$ cat src/rtl/store_buffer_pkg.sv
// Shared types and constants for the store buffer: default depth, entry layout
// and the word-address slice that matches data-memory indexing.
package store_buffer_pkg;

  localparam int unsigned SB_DEPTH = 4;
  localparam int unsigned SB_PTR_W = $clog2(SB_DEPTH);

  // Word compare slice; must track the DM row decode.
  localparam int unsigned WORD_LO = 2;
  localparam int unsigned WORD_HI = 15;
  localparam int unsigned WORD_W  = WORD_HI - WORD_LO + 1;

  // Field names avoid the 'byte' keyword; they map to st_byte/st_half.
  typedef struct packed {
    logic [31:0] addr;
    logic [31:0] data;
    logic        is_byte;
    logic        is_half;
    logic [31:0] pc;
  } sb_entry_t;

endpackage

$ cat src/rtl/store_buffer_if.sv
// Bundle of the store-buffer-facing signals: memory-stage store request, DM write
// port, load hazard query and occupancy status.
interface store_buffer_if #(
  parameter int unsigned DEPTH = store_buffer_pkg::SB_DEPTH
);
  localparam int unsigned PTR_W = $clog2(DEPTH);

  logic             st_valid;
  logic [31:0]      st_addr;
  logic [31:0]      st_data;
  logic             st_byte;
  logic             st_half;
  logic [31:0]      st_pc;
  logic             st_ready;

  logic             dm_free;
  logic             dm_we;
  logic [31:0]      dm_addr;
  logic [31:0]      dm_data;
  logic             dm_byte;
  logic             dm_half;
  logic [31:0]      dm_pc;

  logic [31:0]      ld_addr;
  logic             ld_check;
  logic             ld_hit;

  logic             sb_empty;
  logic [PTR_W:0]   sb_count;

  // Pipeline / memory side.
  modport master (
    output st_valid, st_addr, st_data, st_byte, st_half, st_pc,
    output dm_free, ld_addr, ld_check,
    input  st_ready, dm_we, dm_addr, dm_data, dm_byte, dm_half, dm_pc,
    input  ld_hit, sb_empty, sb_count
  );

  // Store buffer side.
  modport slave (
    input  st_valid, st_addr, st_data, st_byte, st_half, st_pc,
    input  dm_free, ld_addr, ld_check,
    output st_ready, dm_we, dm_addr, dm_data, dm_byte, dm_half, dm_pc,
    output ld_hit, sb_empty, sb_count
  );

endinterface

$ cat src/rtl/sb_hit_cmp.sv
// Load-hazard detector: builds the valid mask of occupied slots from rp/cnt and
// compares each valid entry's word address against the load's.
module sb_hit_cmp
  import store_buffer_pkg::*;
#(
  parameter int unsigned DEPTH = SB_DEPTH
) (
  input  logic [WORD_W-1:0]          entry_word [DEPTH],
  input  logic [$clog2(DEPTH)-1:0]   rp,
  input  logic [$clog2(DEPTH):0]     cnt,
  input  logic [WORD_W-1:0]          ld_word,
  input  logic                       ld_check,
  output logic                       ld_hit
);
  localparam int unsigned PTR_W = $clog2(DEPTH);

  logic [DEPTH-1:0] valid;
  logic [DEPTH-1:0] match;

  for (genvar i = 0; i < DEPTH; i++) begin : g_slot
    logic [PTR_W-1:0] off;
    // Distance from head, modulo DEPTH via pointer-width truncation.
    assign off      = PTR_W'(i) - rp;
    assign valid[i] = ({1'b0, off} < cnt);
    assign match[i] = valid[i] && (entry_word[i] == ld_word);
  end

  assign ld_hit = ld_check && (|match);

endmodule

$ cat src/rtl/store_buffer.sv
// In-order FIFO of committed stores feeding the DM write port; retires the head
// whenever DM is idle and flags loads that alias a pending store.
module store_buffer
  import store_buffer_pkg::*;
#(
  parameter int unsigned DEPTH = SB_DEPTH
) (
  input logic           clk,
  input logic           reset,
  store_buffer_if.slave sb
);
  localparam int unsigned    PTR_W    = $clog2(DEPTH);
  localparam logic [PTR_W:0] CNT_FULL = (PTR_W + 1)'(DEPTH);

  sb_entry_t        mem_q [DEPTH];
  logic [PTR_W-1:0] wp_q;
  logic [PTR_W-1:0] rp_q;
  logic [PTR_W:0]   cnt_q;
  logic [PTR_W:0]   cnt_d;
  logic             push;
  logic             pop;
  logic             not_empty;
  sb_entry_t        head;
  sb_entry_t        st_entry;

  assign not_empty   = (cnt_q != '0);
  assign sb.st_ready = (cnt_q != CNT_FULL);
  assign push        = sb.st_valid && sb.st_ready;
  // Reset suppresses the write so discarded stores never reach DM.
  assign pop         = not_empty && sb.dm_free && !reset;

  assign st_entry = '{addr:    sb.st_addr,
                      data:    sb.st_data,
                      is_byte: sb.st_byte,
                      is_half: sb.st_half,
                      pc:      sb.st_pc};

  always_comb begin
    cnt_d = cnt_q;
    unique case ({push, pop})
      2'b10:   cnt_d = cnt_q + (PTR_W + 1)'(1);
      2'b01:   cnt_d = cnt_q - (PTR_W + 1)'(1);
      default: cnt_d = cnt_q;
    endcase
  end

  always_ff @(posedge clk) begin
    if (reset) begin
      wp_q  <= '0;
      rp_q  <= '0;
      cnt_q <= '0;
    end else begin
      if (push) begin
        mem_q[wp_q] <= st_entry;
        wp_q        <= wp_q + PTR_W'(1);
      end
      if (pop) begin
        rp_q <= rp_q + PTR_W'(1);
      end
      cnt_q <= cnt_d;
    end
  end

  always_comb begin
    head = '0;
    if (not_empty) begin
      head = mem_q[rp_q];
    end
  end

  assign sb.dm_we    = pop;
  assign sb.dm_addr  = head.addr;
  assign sb.dm_data  = head.data;
  assign sb.dm_byte  = head.is_byte;
  assign sb.dm_half  = head.is_half;
  assign sb.dm_pc    = head.pc;
  assign sb.sb_empty = !not_empty;
  assign sb.sb_count = cnt_q;

  logic [WORD_W-1:0] entry_word [DEPTH];
  for (genvar i = 0; i < DEPTH; i++) begin : g_word
    assign entry_word[i] = mem_q[i].addr[WORD_HI:WORD_LO];
  end

  logic unused_ld_bits;
  assign unused_ld_bits = ^{sb.ld_addr[31:WORD_HI+1], sb.ld_addr[WORD_LO-1:0]};

  sb_hit_cmp #(
    .DEPTH (DEPTH)
  ) u_hit_cmp (
    .entry_word (entry_word),
    .rp         (rp_q),
    .cnt        (cnt_q),
    .ld_word    (sb.ld_addr[WORD_HI:WORD_LO]),
    .ld_check   (sb.ld_check),
    .ld_hit     (sb.ld_hit)
  );

endmodule

$ cat src/flat_wrapper.sv
// flat-port wrapper written by rule: the top's interface ports become plain ports
module store_buffer_flat import store_buffer_pkg::*;
#(
  parameter int unsigned DEPTH = SB_DEPTH
)
  (clk, reset, sb_st_valid, sb_st_addr, sb_st_data, sb_st_byte, sb_st_half, sb_st_pc, sb_dm_free, sb_ld_addr, sb_ld_check, sb_st_ready, sb_dm_we, sb_dm_addr, sb_dm_data, sb_dm_byte, sb_dm_half, sb_dm_pc, sb_ld_hit, sb_sb_empty, sb_sb_count);
  store_buffer_if #(.DEPTH(DEPTH)) sb_i ();
  input logic clk;
  input logic reset;
  input wire logic [$bits(sb_i.st_valid)-1:0] sb_st_valid;
  input wire logic [$bits(sb_i.st_addr)-1:0] sb_st_addr;
  input wire logic [$bits(sb_i.st_data)-1:0] sb_st_data;
  input wire logic [$bits(sb_i.st_byte)-1:0] sb_st_byte;
  input wire logic [$bits(sb_i.st_half)-1:0] sb_st_half;
  input wire logic [$bits(sb_i.st_pc)-1:0] sb_st_pc;
  input wire logic [$bits(sb_i.dm_free)-1:0] sb_dm_free;
  input wire logic [$bits(sb_i.ld_addr)-1:0] sb_ld_addr;
  input wire logic [$bits(sb_i.ld_check)-1:0] sb_ld_check;
  output wire logic [$bits(sb_i.st_ready)-1:0] sb_st_ready;
  output wire logic [$bits(sb_i.dm_we)-1:0] sb_dm_we;
  output wire logic [$bits(sb_i.dm_addr)-1:0] sb_dm_addr;
  output wire logic [$bits(sb_i.dm_data)-1:0] sb_dm_data;
  output wire logic [$bits(sb_i.dm_byte)-1:0] sb_dm_byte;
  output wire logic [$bits(sb_i.dm_half)-1:0] sb_dm_half;
  output wire logic [$bits(sb_i.dm_pc)-1:0] sb_dm_pc;
  output wire logic [$bits(sb_i.ld_hit)-1:0] sb_ld_hit;
  output wire logic [$bits(sb_i.sb_empty)-1:0] sb_sb_empty;
  output wire logic [$bits(sb_i.sb_count)-1:0] sb_sb_count;
  assign sb_i.st_valid = sb_st_valid;
  assign sb_i.st_addr = sb_st_addr;
  assign sb_i.st_data = sb_st_data;
  assign sb_i.st_byte = sb_st_byte;
  assign sb_i.st_half = sb_st_half;
  assign sb_i.st_pc = sb_st_pc;
  assign sb_i.dm_free = sb_dm_free;
  assign sb_i.ld_addr = sb_ld_addr;
  assign sb_i.ld_check = sb_ld_check;
  assign sb_st_ready = sb_i.st_ready;
  assign sb_dm_we = sb_i.dm_we;
  assign sb_dm_addr = sb_i.dm_addr;
  assign sb_dm_data = sb_i.dm_data;
  assign sb_dm_byte = sb_i.dm_byte;
  assign sb_dm_half = sb_i.dm_half;
  assign sb_dm_pc = sb_i.dm_pc;
  assign sb_ld_hit = sb_i.ld_hit;
  assign sb_sb_empty = sb_i.sb_empty;
  assign sb_sb_count = sb_i.sb_count;
  store_buffer #(.DEPTH(DEPTH)) u_core (.clk(clk), .reset(reset), .sb(sb_i));
endmodule
$ cat config.mk
export PLATFORM = sky130hd
export DESIGN_NAME = store_buffer_flat
export DESIGN_NICKNAME = d
export VERILOG_FILES = /design/src/rtl/store_buffer_pkg.sv /design/src/rtl/store_buffer_if.sv /design/src/rtl/sb_hit_cmp.sv /design/src/rtl/store_buffer.sv /design/src/flat_wrapper.sv
export SDC_FILE = /design/constraint.sdc
export NUM_CORES = 1
export LEC_CHECK = 0
export CAP_MARGIN = 20
export CORE_MARGIN = 2
export CORE_UTILIZATION = 54
export CTS_CLUSTER_DIAMETER = 30
export DETAILED_ROUTE_END_ITERATION = 10
export PLACE_DENSITY = 0.89
export SLEW_MARGIN = 10
export SYNTH_ARGS = -nofsm -noshare
export SYNTH_HDL_FRONTEND = slang
export SYNTH_SLANG_ARGS = --single-unit
$ cat constraint.sdc
create_clock -name clk -period 5.2 [get_ports clk]
set_input_delay 0.52 -clock clk [delete_from_list [all_inputs] [get_ports clk]]
set_output_delay 0.52 -clock clk [all_outputs]
set_load 0.05 [all_outputs]
* Word-level counts from Yosys, hierarchy flattened
Memories as Yosys holds them, arrays and structs flattened. A register that Yosys moved wholly into a read port is not among the register bits.
Index checks and enable logic that the tools add are counted.
** Cells by class
- Reduce and logical (&&, ||, !) cells :: 13
- Order comparisons :: 4
- Equality and inequality tests :: 7
- Mux-type cells :: 7
- Add/subtract/negate cells :: 8
** Operator list (number)
- $mux W98 :: 1
- $eq A14 B14 Y1 :: 4
- $lt A2 B3 Y1 :: 4
- $logic_and A1 B1 Y1 :: 8
- $pmux W3 S2 :: 1
- $add A2 B1 Y2 const B :: 2
- $mux W2 :: 2
- $reduce_or A4 Y1 :: 1
- $sub A1 B2 Y2 const A :: 2
- $sub A2 B2 Y2 const A :: 2
- $add A3 B1 Y3 const B :: 1
- $mux W1 :: 3
- $ne A3 B3 Y1 const B :: 1
- $reduce_bool A3 Y1 :: 1
- $sub A3 B1 Y3 const B :: 1
- $eq A2 B1 Y1 const B :: 1
- $eq A2 B2 Y1 const B :: 1
- $logic_not A1 Y1 :: 2
- $reduce_bool A2 Y1 :: 1
** Storage, ports and cells
- Bits in writable memories :: 392
- Bits in registers :: 7
- Memories kept :: 1
- Output and inout port bits :: 105
** Memory list
- u_core.mem_q :: depth 4, bits a word 98, rd ports 5, clocked after Yosys merged registers in 1, wr ports 1, line store_buffer.sv:15 : sb_entry_t mem_q [DEPTH];

* Logic depth before layout (Yosys ltp)
Gate-level depths: netlist of run 1.
- Depth after elaboration :: 5
- Mapped depth :: 11
- Depth with buffers taken out :: 9

* Cells and area by module
From an unflattened synthesis of run 1, not the netlist that was laid out.
** Unflattened totals
- Cells, all modules :: 773
- Area, all modules :: 16006.6 um2
** Modules (own cells, without submodules)
- store_buffer :: cells each 674, sequential area each 11951.5 um2, area an instance 15232.1 um2, times used 1
- sb_hit_cmp :: cells each 99, sequential area each 0.0 um2, area an instance 774.5 um2, times used 1

* Least setup slack after synthesis of run 1
No wires, ideal clock.
- Path type :: register -> register
- From :: reg u_core.cnt_q[1], in the netlist u_core.sb.sb_count[1]
- To :: mem u_core.mem_q[0][0] (netlist bit), enable pin
- Path buffers :: 0
- Cell stages (with the launch flop) :: 6
- Required time :: 4732 ps
- Arrival :: 4061 ps
- Path slack :: 671 ps
- Cell sequence :: dfxtp_1 -> inv_1 -> nand3_1 -> nand2_1 -> nor2_1 -> and2_1
** Between the ends
- Longest elaborated chain between the ends :: 5
** Ends and longest elaborated chain
- start: declaration :: line store_buffer.sv:18 : logic [PTR_W:0] cnt_q;
- start signal: assignment :: line store_buffer.sv:60 : cnt_q <= cnt_d;
- $ne A3 B3 Y1 :: line store_buffer.sv:27 : assign sb.st_ready = (cnt_q != CNT_FULL);
- via sb_st_ready :: line flat_wrapper.sv:19 : output wire logic [$bits(sb_i.st_ready)-1:0] sb_st_ready;
- $logic_and A1 B1 Y1 :: line store_buffer.sv:28 : assign push = sb.st_valid && sb.st_ready;
- $mux W1 :: line store_buffer.sv:53 : if (push) begin
- $mux W1 :: line store_buffer.sv:48 : if (reset) begin
- $mux W1 (not written as such) :: line store_buffer.sv:54 : mem_q[wp_q] <= st_entry;
- end: declaration :: line store_buffer.sv:15
The timed path passes the listed nets, and every way through them passes these cells.

* Final worst setup path of run 1
- From :: reg u_core.cnt_q[2], in the netlist u_core.sb.sb_count[2]
- To :: out sb_dm_data[28]
** Between the ends
- Longest elaborated chain between the ends :: 2
** Ends and longest elaborated chain
- $reduce_bool A3 Y1 :: line store_buffer.sv:26 : assign not_empty = (cnt_q != '0);
- $mux W98 :: line store_buffer.sv:66 : if (not_empty) begin
- end: declaration :: line flat_wrapper.sv:22 : output wire logic [$bits(sb_i.dm_data)-1:0] sb_dm_data;
Every way passes these cells.

==> qor.yml, run 1 <==
synth_edf_count: 392
yosys_register_bits: 401
antenna_found_initial: 2
grt_max_degree: 69
cp-start-kind: "register"
cts_htree_levels: 3
r2r_start: "u_core.sb.sb_count[2]"
crit_path_end: "sb_dm_data[28]"
setup_slack_ns: 1.47
vias_per_cell: 5.67
p_comb_frac: 0.248
syn-mean-instance-area_um2: 20.7
insertion_delay_ns: 0.56
async_reset_ff_frac: 0
io_buffers: 221
final_core_util: 0.732
synth_common_cells: "edfxtp_1, and2_1, mux4_2, xor2_1, xnor2_1"
avgRoutedWirePerCell_um: 23.1
clk_pin_slew_ns: 0.04
worstPathRequired_ns: 4.68
p_per_area_nw_per_um2: 532
num_vias: 8487
ioPinCount: 240
cp-end-kind: "output pin"
ys_warn_count: 0
ys.flop_type: "edfxtp_1"
finalCritPeriodShare: 0.718
synth_top_area_share: 0.736
irDropWorstVdd_uv: 373
netlist_area_um2: 16000
grt_pass1_vias: 9177
start_util: 0.552
setup_viol: 0
arrival_ns: 3.21
ant_nets: 0
drive_gt1_frac: 0.215
worstMarginPinSlew_ns: 1.02
yosysSeqAreaShare: 0.748
post_cts_buffers: 0
max_stage_delay_ns: 0.90
cp-startpoint: "u_core.sb.sb_count[2]"
netSwitchingPower_mw: 3.37
synth_cell_types: 22
cts_buffers: 77
max_freq_ghz: 0.268
p_clk_frac: 0.417
pre_cts_ws_ns: 1.93
dpl.hpwl_um: 20300
grt_pass1_wl_um: 52900
rsz0062_at_grt: "false"
slew_viol_final: 0
worst_r2r_path_depth: 9
period_minus_slack_ns: 3.73
synthCells: 772
critical_path_cell_count: 4
critPathMaxFanout: 35
grt_use_total: 0.229
area_growth_pct: 32.5
status: "completed"
core_area_um2: 28900
cts.sinks: 401
syn-num-nets: 917
maxCapViolations: 0
dr.pass1.iters: 5
postCtsResizedCells: 0
finClkSkew_ns: 0.0151
totalWireLength_um: 34600
clock-root-buffer: "clkbuf_16"
cp_slowest_cell: "clkdlybuf4s50_1"
path_delay_family: "buffers and inverters"
hold_violations: 0
reg2reg_slack_ns: 2.42
hold_path.class: "register to register"
cts_tree: "done"
crit_type: "register to output pin"
gp_congestion: 0.924
grt-ovfl-total: 0
yosys-top-cells-area: "edfxtp_1, mux4_2, and2_1"
seqPwrFrac: 0.336
r2r-end: "u_core.sb.sb_count[2]"
yosysMostFrequentCell: "edfxtp_1"
die_x_um: 176
maxSlewHeadroom: 0.320
dieArea_um2: 31000
setup-tns-final_ns: 0
nets: 1198
internal_power_mw: 7.89
cts-hold-fix-buffers: 0
fp.dieH_um: 176
swShare: 0.299
drc: 0
leakagePower_nw: 6.95
drt_iter0_drc: 668
cp_cell_sequence: "or3_2 -> buf_4 -> and2_1 -> clkdlybuf4s50_1"
path_buf_inv: 2
synth_area_leader_cell: "edfxtp_1"
cts_buffer_depth: 3
placementRows: 62
## worst reg2reg max path, cell delays in order (launching register included)
cell and delay, ns:
dfxtp_1 0.52, or3_2 0.56, nand2_1 0.17, nor2_1 0.18, ha_1 0.21, inv_1 0.06, fa_1 0.37, xor2_1 0.16
or3_1 0.31, a21oi_1 0.17
## registers in the layout, indices dropped and copies added (netlist names), named ones only
signal / cells
u_core.mem_q: 392
u_core.rp_q: 2
u_core.sb.sb_count: 3
u_core.wp_q: 2
## worst min path at each step
stage,startpoint,to,slack [ns],cells past startpoint
2_1_floorplan,u_core.wp_q[1],u_core.wp_q[1],0.47,2
5_1_grt,u_core.wp_q[1],u_core.wp_q[1],0.57,2
3_3_place_gp,u_core.wp_q[1],u_core.wp_q[1],0.49,2
3_5_place_dp,u_core.wp_q[1],u_core.wp_q[1],0.51,2
4_1_cts,u_core.wp_q[1],u_core.wp_q[1],0.52,2
6_report,u_core.wp_q[1],u_core.wp_q[1],0.52,2
## power by group through the flow
stage / clock network, mW / logic, mW / registers, mW
after floorplan: 0 / 1.90 / 3.81
after global placement: 0 / 2.77 / 3.83
after detailed placement: 0 / 2.79 / 3.84
after CTS: 4.76 / 2.82 / 3.79
after global routing: 4.92 / 2.93 / 3.80
final: 4.69 / 2.79 / 3.78
## placed cells by master (no fill, tap or decap), types with 10 or more instances in the layout
cell / count
and2_1: 98
buf_4: 13
clkbuf_1: 10
clkbuf_16: 80
clkdlybuf4s50_1: 221
clkinv_1: 10
clkinv_2: 12
clkinvlp_4: 10
edfxtp_1: 392
inv_1: 14
mux4_2: 98
nor2_1: 11
xnor2_1: 20
xor2_1: 42
## layer usage
layer,up-vias,track usage,share of wire
li1,3680,-,-
met1,4342,0.291,0.39
met2,392,0.372,0.50
met3,71,0.0747,0.084
met4,2,0.0844,0.024
met5,-,0,0.00038
## area by class of cell
| cell class | instances | area [um^2] |
|---|---|---|
| flip-flops and latches | 401 | 12000 |
| well taps | 384 | 480 |
| fillers | 1605 | 7750 |
| repair buffers | 237 | 2380 |
| clock inverters | 48 | 469 |
| multi-input cells | 322 | 3800 |
| inverters | 14 | 52.6 |
| clock buffers | 90 | 2040 |
| diodes | 2 | 5.00 |
## through the flow
| step | hold slack (ns) | cell area, um^2 | std cells | total power [mW] |
|---|---|---|---|---|
| CTS | 0.522 | 21200 | 1495 | 11.4 |
| finish | 0.524 | 21200 | 1498 | 11.3 |
| detailed placement | 0.511 | 18600 | 1357 | 6.63 |
| global placement | 0.494 | 18600 | 1357 | 6.60 |
| global route | 0.569 | 21200 | 1496 | 11.6 |
| floorplan | 0.469 | 16000 | 772 | 5.70 |
## kinds of logic (layout without fill, tap and decap cells)
family | count (synthesis) | count (layout) | share of synthesized area
buf+inv | 49 | 389 | 0.0151
xor+xnor | 62 | 62 | 0.0340
mux | 98 | 98 | 0.138
other cells | 0 | 2 | 0
flops | 401 | 401 | 0.748
simple gates | 138 | 138 | 0.0514
fa+ha+maj | 10 | 10 | 0.00830
compound gates | 14 | 14 | 0.00532
No activity file was read; power rests on OpenSTA's default activity.
==> run 2: changes to the inputs <==
--- a/config.mk
+++ b/config.mk
@@ -7,10 +7,10 @@
 export LEC_CHECK = 0
 export CAP_MARGIN = 20
 export CORE_MARGIN = 2
-export CORE_UTILIZATION = 54
+export CORE_UTILIZATION = 49
 export CTS_CLUSTER_DIAMETER = 30
 export DETAILED_ROUTE_END_ITERATION = 10
-export PLACE_DENSITY = 0.89
+export PLACE_DENSITY = 0.85
 export SLEW_MARGIN = 10
 export SYNTH_ARGS = -nofsm -noshare
 export SYNTH_HDL_FRONTEND = slang
==> constraint.sdc (replaced) <==
create_clock -name clk -period 3.2 [get_ports clk]
set_input_delay 0.32 -clock clk [delete_from_list [all_inputs] [get_ports clk]]
set_output_delay 0.32 -clock clk [all_outputs]
set_load 0.05 [all_outputs]
==> run 2 against run 1 <==
Against the previous run: cell count is 4.6% higher; global-route usage is 2.5 points lower; worst setup slack worse by 1.3 ns; clock skew is 0.0060 ns higher; combinational power is 58% higher; total power is 61% higher; hold slack worse by 0.14 ns; clock power is 64% higher; first-iteration DRC count is 20% lower; sequential share of layout area is 0.52 points lower; register-to-register slack worse by 1.6 ns; utilization is 7.0 points lower; critical endpoint is now sb_dm_addr[16]; largest cell class unchanged.
==> qor.yml, run 2 (synthesized netlist as in run 1, its figures left out) <==
cp-end-kind: "output pin"
antenna_found_initial: 3
grt_use_total: 0.203
vias_per_cell: 5.35
rsz0062_at_grt: "false"
cp-start-kind: "register"
final_common_cell: "edfxtp_1"
cts-hold-fix-buffers: 0
nets: 1203
dpl.hpwl_um: 19900
area_growth_pct: 33.8
p_per_area_nw_per_um2: 851
hold_violations: 0
grt_pass1_vias: 9258
grt_pass1_wl_um: 51500
fillers: 2098
period_minus_slack_ns: 3.08
grt_max_degree: 66
grt-ovfl-total: 0
cts_buffers: 77
clk_pin_slew_ns: 0.05
drive_gt1_frac: 0.230
worstPathRequired_ns: 2.88
arrival_ns: 2.76
fp.dieH_um: 185
irDropWorstVdd_uv: 703
cts.sinks: 401
multi_input_area_um2: 3800
cts_htree_levels: 3
placementRows: 66
hold_path.class: "input pin to register"
cts_buffer_depth: 3
dieArea_um2: 34100
ioPinCount: 240
worstMarginPinSlew_ns: 0.568
regMostFlops: "u_core.mem_q"
dr.pass1.iters: 6
slew_viol_final: 0
critPathMaxFanout: 13
drc: 0
use_met2: 0.344
use_met3: 0.0638
setup_viol: 0
totalWireLength_um: 34000
cts_tree: "done"
io_buffers: 221
avgRoutedWirePerCell_um: 21.7
final_cell_mix: "edfxtp_1, clkdlybuf4s50_1, mux4_2, and2_1, clkbuf_16"
maxCapViolations: 0
num_vias: 8386
max_freq_ghz: 0.325
largest_reg_flops: 392
leakagePower_nw: 7.44
total_power_mw: 18.2
finClkSkew_ns: 0.0210
die_x_um: 185
grt.busiest_layer: "met2"
status: "completed"
finalCritPeriodShare: 0.963
seq_area_um2: 12000
use_met1: 0.245
gp_congestion: 0.856
pre_cts_ws_ns: 0.512
post_cts_buffers: 0
clock-root-buffer: "clkbuf_16"
ant_nets: 0
crit_type: "register to output pin"
maxSlewHeadroom: 0.621
insertion_delay_ns: 0.56
start_util: 0.495
hold_slack_ns: 0.385
drt_iter0_drc: 532
setup_slack_ns: 0.119
core_area_um2: 32300
[run 2: final cells by class]
cell class / count / share of cell area
diodes: 3 / 0.000351
clock buffers: 87 / 0.0929
clock inverters: 56 / 0.0253
inverters: 14 / 0.00246
multi-input cells: 322 / 0.178
flip-flops and latches: 401 / 0.559
well taps: 442 / 0.0259
repair buffers: 242 / 0.116
[run 2: worst paths after layout]
kind | endpoint | cells past startpoint | slack [ns] | from
worst max register to register | u_core.sb.sb_count[2] | 9 | 0.84 | u_core.sb.sb_count[2]
worst max-delay path | sb_dm_addr[16] | 4 | 0.12 | register
worst min register to register | u_core.wp_q[1] | 2 | 0.54 | u_core.wp_q[1]
worst min-delay path | u_core.mem_q[3][27] | 1 | 0.38 | sb_st_pc[27]
[run 2: what timing repair did]
item	in CTS	in global routing
endpoints found under the setup margin	61	12
pin swaps	0	0
gates resized for setup	61	12
[run 2: layer usage]
metal	wire, um	vias to the layer above
met1	13000	4282
met4	682	0
met3	2870	56
li1	-	3698
met5	0	-
met2	17500	350
[run 2: where the power goes]
| part | total, mW | switching [mW] | internal (mW) |
|---|---|---|---|
| clock network | 7.68 | 2.62 | 5.06 |
| logic | 4.41 | 2.82 | 1.59 |
| registers | 6.11 | 0.107 | 6.00 |
| total | 18.2 | 5.55 | 12.6 |
[run 2: through the flow]
step | util | TNS (ns) | cell area [um^2] | instances
final | 0.662 | 0 | 21400 | 1567
after floorplan | - | -94.03 | 16000 | 772
after detailed placement | 0.585 | 0 | 18900 | 1421
after CTS | 0.661 | 0 | 21300 | 1564
after global placement | 0.585 | 0 | 18900 | 1421
after global routing | 0.662 | 0 | 21400 | 1566
[run 2: worst max-delay path, cell delays in order (launching register included)]
cell,delay (ns)
dfxtp_4,0.55
buf_4,0.28
mux4_2,0.50
and2_1,0.16
clkdlybuf4s50_1,0.69
==> run 3: changes to the inputs <==
--- a/config.mk
+++ b/config.mk
@@ -5,12 +5,14 @@
 export SDC_FILE = /design/constraint.sdc
 export NUM_CORES = 1
 export LEC_CHECK = 0
+export ABC_AREA = 0
+export ABC_CLOCK_PERIOD_IN_PS = 3200
 export CAP_MARGIN = 20
 export CORE_MARGIN = 2
 export CORE_UTILIZATION = 49
 export CTS_CLUSTER_DIAMETER = 30
 export DETAILED_ROUTE_END_ITERATION = 10
-export PLACE_DENSITY = 0.85
+export PLACE_DENSITY = 0.81
 export SLEW_MARGIN = 10
 export SYNTH_ARGS = -nofsm -noshare
 export SYNTH_HDL_FRONTEND = slang
==> run 3 against run 2 <==
Against the previous run: flip-flop and latch count did not move; worst setup slack improved by 0.0017 ns; critical path depth is the same; combinational power grew 4%; clock-buffer cell count is 10 lower; via count rose by 0.47%; critical endpoint is now sb_dm_data[23]; die area stayed put; first-iteration DRC count shrank 4.9%; largest power group unchanged; cell count down 0.64%; wire length up 1.8%; maximum frequency about the same.
==> qor.yml, run 3 (synthesized netlist as in run 1, its figures left out) <==
status: "completed"
cts_buffers: 70
post_cts_buffers: 0
cp-end-kind: "output pin"
cp-start-kind: "register"
drt_iter0_drc: 506
maxSlewHeadroom: 0.578
num_vias: 8425
ant_nets: 0
grt-ovfl-total: 0
use_met3: 0.0583
finalNonFillerCells: 1557
grt.busiest_layer: "met2"
insertion_delay_ns: 0.56
cp_cell_sequence: "buf_16 -> mux4_2 -> and2_1 -> clkdlybuf4s50_1"
cts.sinks: 401
leakagePower_nw: 7.60
max_freq_ghz: 0.325
maxCapViolations: 0
avgRoutedWirePerCell_um: 22.3
io_buffers: 221
ioPinCount: 240
largest_reg_flops: 392
fp.dieH_um: 185
grt_pass1_wl_um: 52300
totalWireLength_um: 34700
drc: 0
cts_htree_levels: 3
dieArea_um2: 34100
cts-hold-fix-buffers: 0
finalCritPeriodShare: 0.962
period_minus_slack_ns: 3.08
cts_buffer_depth: 3
arrival_ns: 2.76
use_met1: 0.253
regMostFlops: "u_core.mem_q"
p_per_area_nw_per_um2: 843
gp_congestion: 0.819
dp.cells: 1426
clock-root-buffer: "clkbuf_16"
cts_tree: "done"
area_growth_pct: 34.4
core_area_um2: 32300
vias_per_cell: 5.41
cp_slowest_cell: "clkdlybuf4s50_1"
placementRows: 66
die_x_um: 185
final_core_util: 0.665
grt_use_total: 0.206
nets: 1201
final_cell_mix: "edfxtp_1, clkdlybuf4s50_1, mux4_2, and2_1, clkbuf_16"
drive_gt1_frac: 0.228
worstMarginPinSlew_ns: 0.636
antenna_found_initial: 2
use_met2: 0.353
irDropWorstVdd_uv: 725
max_stage_delay_ns: 0.72
crit_type: "register to output pin"
dpl.hpwl_um: 20600
setup_viol: 0
finClkSkew_ns: 0.0395
hold_path.class: "input pin to register"
slew_viol_final: 0
start_util: 0.495
clk_pin_slew_ns: 0.05
hold_violations: 0
critPathMaxFanout: 51
worstPathRequired_ns: 2.88
final_common_cell: "edfxtp_1"
grt_max_degree: 101
grt_pass1_vias: 9167
dr.pass1.iters: 6
==> run 3: worst max-delay path, delay by kind of cell, from the launching register on <==
kind,cells,cell delay [ns]
multiplexers,1,0.56
AND/OR/NAND/NOR,1,0.18
flip-flops,1,0.39
buffers and inverters,2,1.06
==> run 3: per-stage QoR <==
step	hold slack (ns)	area, um^2	TNS, ns	power (mW)	worst slack, ns
3_3_place_gp	0.486	19000	0	10.8	0.581
3_5_place_dp	0.500	19000	0	10.8	0.584
5_1_grt	0.368	21500	-0.0272	18.8	-0.0194
4_1_cts	0.348	21400	0	18.3	0.000348
6_report	0.368	21500	0	18.1	0.121
2_1_floorplan	0.419	16000	-94.03	9.26	-0.240
==> run 3: path summary, 6_finish.rpt <==
| check | startpoint | cells past startpoint | to | slack, ns |
|---|---|---|---|---|
| worst min-delay path | sb_st_valid | 3 | u_core.wp_q[1] | 0.37 |
| worst max-delay path | register | 4 | sb_dm_data[23] | 0.12 |
| worst max register to register | u_core.sb.sb_count[0] | 6 | u_core.mem_q[1][83] | 0.79 |
| worst min register to register | u_core.wp_q[1] | 2 | u_core.wp_q[1] | 0.51 |
==> run 3: final cells by class <==
cell class | instances | area (um^2)
timing repair buffer | 247 | 2690
inverter | 14 | 52.6
clock inverter | 53 | 647
antenna | 1 | 2.50
fill | 2046 | 10800
tap | 442 | 553
clock buffer | 77 | 1780
sequential | 401 | 12000
multi-input combinational | 322 | 3810
==> run 3: report_power, final <==
group,internal (mW),switching [mW]
Combinational,1.75,2.84
Clock,4.78,2.67
Sequential,6.00,0.0928
==> run 3: per-layer routing <==
layer | share of wire | routed length [um] | vias to the layer above
met3 | 0.080 | 2790 | 52
met4 | 0.017 | 584 | 0
met5 | 0 | 0 | -
met2 | 0.52 | 17900 | 355
met1 | 0.39 | 13400 | 4332
li1 | - | - | 3686
==> run 3: repair_timing <==
item | CTS | global route
cloned | 0 | 0
resized for setup | 2 | 39
setup endpoints to repair | 2 | 48
